--- src/rtl/sxtf_bit_adder.sv ---
// 64-bit a + b + cin adder: 4-bit lookahead groups, 16-bit blocks, top lookahead unit.
// Latency: 1 cycle, registered sum/ca; throughput 1 operation per cycle.
// Backpressure: none; inputs are sampled on every rising clk edge.
module sxtf_bit_adder (
    input  logic        clk,
    input  logic        rst_n,
    input  logic [63:0] a,
    input  logic [63:0] b,
    input  logic        cin,
    output logic [63:0] sum,
    output logic        ca
);

    // Four-way lookahead: group generate, independent of the carry-in.
    function automatic logic lah_gen(input logic [3:0] g, input logic [3:0] p);
        return g[3]
             | (p[3] & g[2])
             | (p[3] & p[2] & g[1])
             | (p[3] & p[2] & p[1] & g[0]);
    endfunction

    // Four-way lookahead: group propagate.
    function automatic logic lah_prop(input logic [3:0] p);
        return p[3] & p[2] & p[1] & p[0];
    endfunction

    // Four-way lookahead: carries into positions 0..3, all derived directly from ci.
    function automatic logic [3:0] lah_carry(input logic [3:0] g,
                                             input logic [3:0] p,
                                             input logic       ci);
        logic [3:0] c;
        c[0] = ci;
        c[1] = g[0]
             | (p[0] & ci);
        c[2] = g[1]
             | (p[1] & g[0])
             | (p[1] & p[0] & ci);
        c[3] = g[2]
             | (p[2] & g[1])
             | (p[2] & p[1] & g[0])
             | (p[2] & p[1] & p[0] & ci);
        return c;
    endfunction

    logic [63:0] bit_g;
    logic [63:0] bit_p;
    logic [63:0] bit_c;

    logic [15:0] grp_g;
    logic [15:0] grp_p;
    logic [15:0] grp_ci;

    logic [3:0]  blk_g;
    logic [3:0]  blk_p;
    logic [3:0]  blk_ci;

    logic        top_g;
    logic        top_p;
    logic [63:0] sum_next;
    logic        ca_next;

    assign bit_g = a & b;
    assign bit_p = a ^ b;

    // Level 1: group G/P from bit G/P; group internal carries once the group carry-in is known.
    for (genvar k = 0; k < 16; k++) begin : g_grp
        assign grp_g[k] = lah_gen(bit_g[4*k +: 4], bit_p[4*k +: 4]);
        assign grp_p[k] = lah_prop(bit_p[4*k +: 4]);
        assign bit_c[4*k +: 4] = lah_carry(bit_g[4*k +: 4], bit_p[4*k +: 4], grp_ci[k]);
    end

    // Level 2: each block folds its four groups into block G/P and distributes group carry-ins.
    for (genvar m = 0; m < 4; m++) begin : g_blk
        assign blk_g[m] = lah_gen(grp_g[4*m +: 4], grp_p[4*m +: 4]);
        assign blk_p[m] = lah_prop(grp_p[4*m +: 4]);
        assign grp_ci[4*m +: 4] = lah_carry(grp_g[4*m +: 4], grp_p[4*m +: 4], blk_ci[m]);
    end

    // Top unit: block carry-ins c[0], c[16], c[32], c[48] and the final carry c[64].
    assign blk_ci   = lah_carry(blk_g, blk_p, cin);
    assign top_g    = lah_gen(blk_g, blk_p);
    assign top_p    = lah_prop(blk_p);
    assign ca_next  = top_g | (top_p & cin);
    assign sum_next = bit_p ^ bit_c;

    always_ff @(posedge clk or negedge rst_n) begin
        if (!rst_n) begin
            sum <= '0;
            ca  <= 1'b0;
        end else begin
            sum <= sum_next;
            ca  <= ca_next;
        end
    end

endmodule

--- config.mk ---
export PLATFORM = sky130hd
export DESIGN_NAME = sxtf_bit_adder
export DESIGN_NICKNAME = d
export VERILOG_FILES = /design/src/rtl/sxtf_bit_adder.sv
export SDC_FILE = /design/constraint.sdc
export NUM_CORES = 1
export LEC_CHECK = 0
export CAP_MARGIN = 10
export CORE_AREA = 2 2 110 112
export DETAILED_ROUTE_END_ITERATION = 16
export DIE_AREA = 0 0 112 114
export GPL_ROUTABILITY_DRIVEN = 0
export PLACE_DENSITY_LB_ADDON = 0.05
export REMOVE_ABC_BUFFERS = 1
export SYNTH_ARGS = -nofsm -noshare
export SYNTH_HDL_FRONTEND = slang
export SYNTH_SLANG_ARGS = --single-unit
--- constraint.sdc ---
create_clock -name clk -period 0.8 [get_ports clk]
set_input_delay 0.08 -clock clk [delete_from_list [all_inputs] [get_ports clk]]
set_output_delay 0.08 -clock clk [all_outputs]
set_load 0.02 [all_outputs]
# Yosys cells after proc, flatten, opt, wreduce, memory -nomap -nowiden
# Index checks and enable logic that the tools add are counted.
dict set report totals {
  elab_cells 511
  inputBits 131
  register_bits 65
  out_inout_bits 65
}
dict set report classes {
  n_bitwise 509
}
# cell n
set op_table {}
lappend op_table {{bitwise AND 1 bit} 316}
lappend op_table {{OR 1 bit} 190}
lappend op_table {{bitwise XOR 64 bit} 2}
lappend op_table {{bitwise AND 64 bit} 1}

# Longest topological paths before layout
dict set report logic_depth {
  word_depth 18
  ltp_mapped 12
  mapped_depth_nobuf 12
}

# Worst setup path before layout
# No wires, ideal clock.
dict set report synth_timing {
  path_type {in2reg}
  start {in a[7]}
  end {reg sum[61]}
  path_stages 12
  setup_slack_ns -1.891
  arrival_ns 2.565
  path_cell_list {ha_1 > a21oi_2 > a311oi_1 > a2111oi_2 > a211oi_1 > o31ai_1 > a211oi_1 > o21ai_1 > a21oi_1 > a21o_1 > fa_1 > xor2_1}
}
dict set report synth_via {
  elab_chain_cells 16
}
# item line_no
set synth_lines {}
lappend synth_lines {{from (decl)} 7} ;# input logic [63:0] a,
lappend synth_lines {{bitwise XOR 64 bit} 63} ;# assign bit_p = a ^ b;
lappend synth_lines {{bitwise AND 1 bit (on tied branches)} --}
lappend synth_lines {{OR 1 bit, or another cell as far along} 17} ;# | (p[3] & g[2])
lappend synth_lines {{OR 1 bit / bitwise AND 1 bit (equally long branches)} {18, 19}}
lappend synth_lines {{OR 1 bit} 19} ;# | (p[3] & p[2] & p[1] & g[0]);
lappend synth_lines {{bitwise AND 1 bit} 18} ;# | (p[3] & p[2] & g[1])
lappend synth_lines {{OR 1 bit} 18}
lappend synth_lines {{OR 1 bit} 19}
lappend synth_lines {{bitwise AND 1 bit} 40} ;# | (p[2] & p[1] & g[0])
lappend synth_lines {{OR 1 bit} 40}
lappend synth_lines {{OR 1 bit *} 41} ;# | (p[2] & p[1] & p[0] & ci);
lappend synth_lines {{bitwise AND 1 bit *} 41}
lappend synth_lines {{OR 1 bit *} 41}
lappend synth_lines {{bitwise AND 1 bit *} 34} ;# | (p[0] & ci);
lappend synth_lines {{OR 1 bit *} 34}
lappend synth_lines {{bitwise XOR 64 bit *} 84} ;# assign sum_next = bit_p ^ bit_c;
lappend synth_lines {{net sum_next[61]} 59} ;# logic [63:0] sum_next;
lappend synth_lines {{to (signal assigned)} 91} ;# sum <= sum_next;
lappend synth_lines {{to (decl)} 10} ;# output logic [63:0] sum,
# Mark *: on every way through the listed nets, which the timed path passes. The rest lies on a longest branch.

# Worst setup path in the final report
dict set report layout_timing {
  start {in b[9]}
  end {reg sum[60]}
}
dict set report layout_via {
  elab_chain_cells 14
}
# item line_no
set layout_lines {}
lappend layout_lines {{from (decl)} 8} ;# input logic [63:0] b,
lappend layout_lines {{bitwise AND 64 bit / bitwise XOR 64 bit (equally long branches)} {62, 63}}
lappend layout_lines {{bitwise AND 1 bit (on tied branches)} {18, 19, 24}}
lappend layout_lines {{OR 1 bit / bitwise AND 1 bit (equally long branches)} {18, 19}}
lappend layout_lines {{OR 1 bit} 19}
lappend layout_lines {{bitwise AND 1 bit} 17}
lappend layout_lines {{OR 1 bit} 17}
lappend layout_lines {{OR 1 bit} 18}
lappend layout_lines {{OR 1 bit} 19}
lappend layout_lines {{bitwise AND 1 bit} 40}
lappend layout_lines {{OR 1 bit} 40}
lappend layout_lines {{OR 1 bit *} 41}
lappend layout_lines {{bitwise AND 1 bit *} 41}
lappend layout_lines {{OR 1 bit *} 41}
lappend layout_lines {{bitwise XOR 64 bit *} 84}
lappend layout_lines {{net sum_next[60]} 59}
# Marks and branches as above.

==> impl_metrics.tcl <==
set metrics [dict create \
    status "finished with violations" \
    violations "setup timing" \
    ys.flop_type "dfrtp_1" \
    initialDrtViolationCount 139 \
    multi_input_comb_area_mm2 0.003520 \
    synthCells 388 \
    hold_path_class "input port to flop" \
    layout.cells.non_filler 895 \
    synth_cell_types 47 \
    drv_cap 0 \
    final_hold_viol_count 0 \
    antenna_found_initial 1 \
    holdPathStages 2 \
    p_leak_uw 0.004031 \
    relSlewSlack 0.7588 \
    cp-end-kind "flop" \
    syn_to_final_growth_pct 102.4 \
    placedCellCount 848 \
    cp_max_fo 3 \
    seq_area_frac_synth 0.3762 \
    worst_slew_pin_slew_ps 361.8 \
    path_class "input port to flop" \
    grt_max_degree 66 \
    synth_area_leaders "dfrtp_1 (38%), ha_1 (19%), fa_1 (7.4%), xor2_1 (5.3%), a21oi_1 (4.1%)" \
    rsz0062_at_grt "true" \
    grt_pass1_vias 4682 \
    cts_root_buf "clkbuf_16" \
    syn_area_per_cell_um2 11.14 \
    arrival_ps 2700 \
    synth_common_cells "dfrtp_1 (65), ha_1 (64), a21oi_1 (35)" \
    cts_buffer_depth 2 \
    critPathRequiredTime_ps 1010 \
    drt-pass1-iter-count 4 \
    ir_worst_vdd_mv 1.235 \
    h-tree-depth 3 \
    cts.clk_slew.worst_paths_ps 50 \
    setup_slack_ps -1687 \
    die_h_um 114 \
    synthesis.area_mm2 0.004324 \
    die_w_um 112 \
    fin_nets 953 \
    synth.most_common_cell "dfrtp_1" \
    dieArea_mm2 0.01277 \
    synth_top_cell_area_share 0.3762 \
    io_pins 196 \
    cts_tree "yes" \
    cp-start-kind "input port" \
    period_needed_ps 2487 \
    cts_buffers 9 \
    wl_per_cell_um 15.43 \
    drcViolationCount 0 \
    track_usage 0.2150 \
    cts.sinks 65 \
    synth_async_sr_flop_share 1.000 \
    synth_edf_count 0 \
    clock.fmax_mhz 402.2 \
    vias_per_cell 4.887 \
    drive_gt1_frac 0.5408 \
    overflow 0 \
    fin_crit_sh 3.108 \
    setup_violations 127 \
    fillers 800 \
    yosysTopAreaCell "dfrtp_1" \
    rows 40 \
    dp_hpwl_um 10180 \
    hold-worst-slack_ps 83.78 \
    pre_cts_ws_ps -2636 \
    drtAntennaViolNets 0 \
    start_util 0.3692 \
    vias 4374 \
    wirelength_um 13810 \
    power_density_mw_per_mm2 1761 \
    ys_ff_latch 65 \
    port_buffers 195 \
    ff_latch_area_mm2 0.001627 \
    core_area_mm2 0.01171 \
    slew_violations 0 \
    ys_warn_count 0 \
    grt_pass1_wl_um 21760 \
]
[where the power goes]
part	internal, uW	total [uW]	switching [uW]
Sequential	4000	4330	329
Combinational	3890	7090	3200
Clock	2600	3990	1390
Total	10500	15400	4920
[cell families after synthesis]
| logic type | share of synthesized area |
|---|---|
| XOR/XNOR | 0.09115 |
| buffers and inverters | 0.01042 |
| adder cells (fa/ha/maj) | 0.2593 |
| AND/OR/NAND/NOR | 0.09231 |
| multiplexers | 0.002315 |
| flip-flops | 0.3762 |
| AO/OA/AOI/OAI | 0.1684 |
[final timing paths]
| path | startpoint | endpoint | slack (ps) |
|---|---|---|---|
| worst max-delay path | b[9] | sum[60]$_DFF_PN0_ | -1690 |
| worst min-delay path | b[4] | sum[4]$_DFF_PN0_ | 80 |
| max in group asynchronous | rst_n | sum[15]$_DFF_PN0_ | 220 |
| min in group asynchronous | rst_n | sum[44]$_DFF_PN0_ | 300 |
[final cells by class]
cell class              instances  share of cell area
diodes                          1           0.0002859
clock buffers                  15             0.03516
clock inverters                 1           0.0005718
inverters                      12            0.005146
multi-input cells             311              0.4021
flip-flops and latches         65              0.1858
well taps                     147             0.02101
repair buffers                343              0.3499
[cell usage in the layout, fill, tap and decap left out, types with 6 or more instances in the layout]
master           instances
fa_2                    14
inv_1                   10
buf_6                   89
dfrtp_1                 65
a21o_1                  23
clkbuf_16                9
a21oi_2                 17
clkdlybuf4s15_2          8
buf_4                  139
a21oi_1                 15
xnor2_1                 14
nor2_1                  17
clkbuf_8                 6
nand2_1                 11
clkdlybuf4s50_1         55
ha_1                    28
dlygate4sd2_1           15
xor2_1                  26
o21ai_1                  9
ha_4                    34
buf_2                   30
nand4_1                 12
[per-stage QoR]
step	total power, uW	utilization	area [um2]	setup TNS, ps
floorplan	6901	-	4324	-83100
global placement	10120	0.6281	7356	-140360
detailed placement	10260	0.6281	7356	-144050
CTS	15370	0.7347	8605	-83410
global route	16190	0.7474	8753	-93070
finish	15410	0.7474	8753	-84110
[worst max-delay path, cell delays in order]
cell       delay, ps
buf_6            100
ha_4             270
nand4_1          200
a311oi_2         380
a2111oi_4        100
a211oi_4         300
o31ai_4           90
a211oi_2         280
o21ai_1          120
a21oi_2          190
a21o_1           160
fa_2             420
[repair_timing]
item | CTS | global route
pin swaps | 127 | 43
gates resized for setup | 775 | 33
endpoints found under the hold margin | 65 | 0
setup buffers | 29 | 10
setup endpoints to repair | 130 | 128
hold buffers | 1 | 0
[sequential cells by signal, indices dropped and copies added (netlist names)]
register,cells
ca,1
sum,64
[layer usage]
layer | vias up | global-route usage | wire (um)
met4 | 0 | 0.09187 | 425
met5 | - | 0 | 0
met3 | 32 | 0.04942 | 809
li1 | 2132 | - | -
met2 | 129 | 0.4016 | 7340
met1 | 2081 | 0.2339 | 5237
(Power assumes the default switching activity.)
